==> src/rtl/serial_chunk_adder.sv <==
`default_nettype none
// ============================================================================
//  Module   : serial_chunk_adder
//  Purpose  : Multi-cycle add/subtract, DIGIT bits per clock, LSB chunk first,
//             with carry-out and signed/unsigned overflow reporting.
//  Revision : 1.0  initial release
// ============================================================================
module serial_chunk_adder #(
    parameter int WIDTH  = 8,
    parameter int DIGIT  = 1,
    parameter bit SIGNED = 1'b1
) (
    input  logic             clk,
    input  logic             rst_n,
    input  logic             start,
    input  logic             sub,
    input  logic [WIDTH-1:0] a,
    input  logic [WIDTH-1:0] b,
    input  logic             cin,
    output logic             busy,
    output logic             done,
    output logic [WIDTH-1:0] sum,
    output logic             cout,
    output logic             ovf
);

    localparam int c_ncyc  = WIDTH / DIGIT;
    localparam int c_cnt_w = (c_ncyc > 1) ? $clog2(c_ncyc) : 1;
    localparam logic [c_cnt_w-1:0] c_last = c_cnt_w'(c_ncyc - 1);

    localparam logic [1:0] c_idle = 2'd0;
    localparam logic [1:0] c_run  = 2'd1;
    localparam logic [1:0] c_done = 2'd2;

    generate
        if (WIDTH < 1 || DIGIT < 1 || (WIDTH % DIGIT) != 0) begin : g_bad_params
            $error("serial_chunk_adder: WIDTH must be >= 1 and a multiple of DIGIT");
        end
    endgenerate

    logic [1:0]         r_state;
    logic [1:0]         w_state_next;
    logic [WIDTH-1:0]   r_a;
    logic [WIDTH-1:0]   r_b;
    logic [WIDTH-1:0]   r_res;
    logic               r_carry;
    logic               r_sub;
    logic [c_cnt_w-1:0] r_cnt;
    logic               w_accept;
    logic               w_last;
    logic [DIGIT:0]     w_c;
    logic [DIGIT-1:0]   w_s;
    logic [WIDTH-1:0]   w_res_next;

    assign w_accept = start && (r_state == c_idle || r_state == c_done);
    assign w_last   = (r_state == c_run) && (r_cnt == c_last);

    // Operands shift right each chunk, so the chain always reads the low DIGIT bits.
    assign w_c[0] = r_carry;
    generate
        for (genvar i = 0; i < DIGIT; i++) begin : g_fa
            assign w_s[i]   = r_a[i] ^ r_b[i] ^ w_c[i];
            assign w_c[i+1] = (r_a[i] & r_b[i]) | (w_c[i] & (r_a[i] ^ r_b[i]));
        end
        if (WIDTH == DIGIT) begin : g_res_single
            assign w_res_next = w_s;
        end else begin : g_res_shift
            assign w_res_next = {w_s, r_res[WIDTH-1:DIGIT]};
        end
    endgenerate

    always_ff @(posedge clk or negedge rst_n) begin
        if (!rst_n) begin
            r_state <= c_idle;
        end else begin
            r_state <= w_state_next;
        end
    end

    always_comb begin
        w_state_next = c_idle;
        case (r_state)
            c_idle:  w_state_next = start ? c_run : c_idle;
            c_run:   w_state_next = w_last ? c_done : c_run;
            c_done:  w_state_next = start ? c_run : c_idle;
            default: w_state_next = c_idle;
        endcase
    end

    always_comb begin
        busy = 1'b0;
        done = 1'b0;
        case (r_state)
            c_run:   busy = 1'b1;
            c_done:  done = 1'b1;
            default: ;
        endcase
    end

    always_ff @(posedge clk or negedge rst_n) begin
        if (!rst_n) begin
            r_a     <= '0;
            r_b     <= '0;
            r_res   <= '0;
            r_carry <= 1'b0;
            r_sub   <= 1'b0;
            r_cnt   <= '0;
            sum     <= '0;
            cout    <= 1'b0;
            ovf     <= 1'b0;
        end else if (w_accept) begin
            r_a     <= a;
            r_b     <= sub ? ~b : b;
            r_carry <= cin ^ sub;
            r_sub   <= sub;
            r_cnt   <= '0;
        end else if (r_state == c_run) begin
            r_a     <= r_a >> DIGIT;
            r_b     <= r_b >> DIGIT;
            r_res   <= w_res_next;
            r_carry <= w_c[DIGIT];
            r_cnt   <= r_cnt + 1'b1;
            if (w_last) begin
                // w_c[DIGIT-1] is the carry into bit WIDTH-1 on the final chunk.
                sum  <= w_res_next;
                cout <= w_c[DIGIT];
                ovf  <= SIGNED ? (w_c[DIGIT-1] ^ w_c[DIGIT]) : (w_c[DIGIT] ^ r_sub);
            end
        end
    end

endmodule
`default_nettype wire

==> config.mk <==
export PLATFORM = sky130hd
export DESIGN_NAME = serial_chunk_adder
export DESIGN_NICKNAME = d
export VERILOG_FILES = /design/src/rtl/serial_chunk_adder.sv
export SDC_FILE = /design/constraint.sdc
export NUM_CORES = 1
export LEC_CHECK = 0
export CORE_ASPECT_RATIO = 0.6
export CORE_MARGIN = 2
export CORE_UTILIZATION = 51
export DETAILED_ROUTE_END_ITERATION = 7
export PLACE_DENSITY = 0.83
export SYNTH_ARGS = -nofsm -noshare
export SYNTH_HDL_FRONTEND = slang
export SYNTH_SLANG_ARGS = --single-unit
==> constraint.sdc <==
create_clock -name clk -period 1.65 [get_ports clk]
set_input_delay 0.2475 -clock clk [delete_from_list [all_inputs] [get_ports clk]]
set_output_delay 0.2475 -clock clk [all_outputs]
set_load 0.05 [all_outputs]
==> qor.csv <==
metric;value;unit
internal power;2.71;mW
R2R depth;5;
die height;49.2;um
postcts setup bufs;0;
Area Overhead vs Synth;27.0;%
nets@finish;226;
failing checks;negative hold slack;
Async SR Flop Fraction;100;%
number of global-route vias before repair;1293;
reg2reg end;sum[4];
Synth Flop Type;dfrtp_1;
Worst Setup Start Kind;flop;
Post-synth EDFFs;0;
largest cells by area after synthesis;dfrtp_1 (56%), nand2_1 (11%), mux2_2 (5.8%), a31oi_1 (4.7%), xor2_1 (4.5%);
final antenna diode count;0;
first-pass GRT wire length;5900;um
clk_skew;0.00630;ns
largest net degree at the start of global routing;40;
Comb pwr share;45.3;%
CTS H-tree lvls;2;
DR WL/cell;14.1;um
Via density;5.17;
CTS Buf Count;5;
Site Rows;16;
Clock power frac;17.9;%
worst-path fanout max;12;
sequential power share;36.8;%
achievable clock frequency;652;MHz
Final Slew Violations;0;
Syn. warnings;0;
sequential area share after synthesis;56.3;%
Final Hold Vio Count;17;
io pins;33;
Critical Path RT;1.84;ns
Post-CTS Hold Fix Bufs;0;
Final Setup Violations;0;
post-CTS resize count;0;
Post-synth top cells;nand2_1 (52), dfrtp_1 (39), nor2_1 (14);
crit path capture type;flop;
Mapped Area;1730;sq um
fraction of layout cells with a size suffix above 1;17.2;%
Synth top area share;56.3;%
Die ar.;3900;sq um
minimum clock period after layout;1.53;ns
r2r startpoint;r_cnt[0];
grt total ovfl;0;
Die Wd;79.3;um
leakage;1.04;nW
area leader, netlist;dfrtp_1;
Worst-Skew Late Latency;0.30;ns
Filler Cell Count;232;
Setup Crit Path Kind;reg -> reg;
first-pass iteration count of the detailed router;4;
Final Util;67.5;%
run status;finished, violations left;
syn_nets;193;
most common cell in the netlist;nand2_1;
Power Dens Cells;2090;nW/um^2
CTS tree;done;
R2R setup slack;0.12;ns
initial antenna violation count;0;
via count;1281;
Routed Wire Length;3510;um
DRC Markers;0;
detailed placer's ending HPWL;2350;um
Core ar.;3260;sq um
initial drt markers;76;
final hold slack;-0.00430;ns
Switching Fraction;41.0;%
IO buf count;32;
setup_tns;0;ns
Placed Instances;240;
Max rail drop VDD;1020;uV
Tightest Pin Transition;0.509;ns
final worst-path cycle share;92.9;%
Clock Tree Buf Depth;2;
GPL Wtd Cong;0.746;
max_slew headroom;66.0;%
Worst Hold Class;in -> async;
Avg Inst Size Synth;10.3;sq um
clock sink count;39;
maxcap violations;0;
Starting Density;53.1;%
Clock transition at path regs;0.08;ns
remaining antenna violation count;0;
net load switching power;1.88;mW
RSZ-0062 raised after global routing;no;
total track usage;20.5;%
Mapped Cells;169;
Yosys reg bits;39;
CTS root buffer;clkbuf_8;
Synth cell types;22;
critical path arrival;1.72;ns
fin cells;248;
registers in the layout, summed over array words and instances, names as in the netlist:
name / count
cout: 1
ovf: 1
r_a: 8
r_b: 8
r_carry: 1
r_cnt: 3
r_res: 7
r_state: 2
sum: 8
final cells by class:
type                            count  area [sq um]  share of cell area, %
Sequential cell                    39           976                   44.3
Multi-Input combinational cell    118           674                   30.6
Timing Repair Buffer               36           365                   16.6
Clock buffer                        6          82.6                   3.75
Tap cell                           45          56.3                   2.56
Clock inverter                      2          35.0                   1.59
Inverter                            2          12.5                  0.568
cell usage in the layout (no fill, tap or decap), types with 2 or more instances in the layout:
cell type,count
nand2b_1,2
buf_4,12
and2b_1,2
nand3_1,3
clkdlybuf4s50_1,19
o21ai_0,3
xor2_1,9
clkbuf_8,6
a22oi_1,2
nand2_1,52
buf_12,4
mux2_2,9
dfrtp_1,39
ha_1,2
nor2_1,14
a31oi_1,13
a22o_1,3
critical path: stages, from the launching register on:
cell	delay (ns)
dfrtp_1	0.40
ha_1	0.20
ha_1	0.19
nand3b_1	0.14
buf_12	0.15
mux2_2	0.34
how the worst max path moves through the flow:
| stage | start | to | slack (ns) | cells past startpoint |
|---|---|---|---|---|
| after global routing | r_cnt[0] | sum[3] | 0.04 | 5 |
| after floorplan | r_cnt[0] | cout | 0.16 | 5 |
| after CTS | r_state[1] | busy | 0.10 | 3 |
| after detailed placement | sub | r_b[2] | 0.12 | 4 |
| after global placement | r_cnt[0] | sum[5] | 0.17 | 5 |
| final | r_cnt[0] | sum[4] | 0.12 | 5 |
power by group through the flow:
stage               logic (mW)  registers [mW]  clock network (mW)
floorplan                 1.15            2.05                   0
global placement          2.01            1.68                   0
detailed placement        2.09            1.71                   0
CTS                       2.10            1.69               0.835
global route              2.26            1.75               0.882
finish                    2.08            1.69               0.823
kinds of logic after synthesis:
family | Yosys count | share of synthesized area [%]
simple gates | 74 | 17.2
mux | 9 | 5.84
buf+inv | 12 | 4.83
fa+ha+maj | 3 | 2.60
xor+xnor | 10 | 5.05
flops | 39 | 56.3
compound gates | 22 | 8.22
routing by layer:
metal  routed length (um)  vias up  global-route usage, %  share of wire, %
li1                     -      619                      -                 -
met1                 1610      621                   26.4                46
met2                 1610       31                   30.5                46
met3                  202       10                   6.48               5.8
met4                   89        0                   12.4               2.5
met5                    0        -                      0                 0
through the flow:
stage	setup slack [ns]	instance area, sq um	power [mW]
3_5_place_dp	0.124	2080	3.79
2_1_floorplan	0.164	1730	3.21
3_3_place_gp	0.167	2080	3.69
5_1_grt	0.0443	2200	4.90
6_report	0.116	2200	4.59
4_1_cts	0.105	2200	4.63
Note: power is estimated with default switching activity, not from simulation.
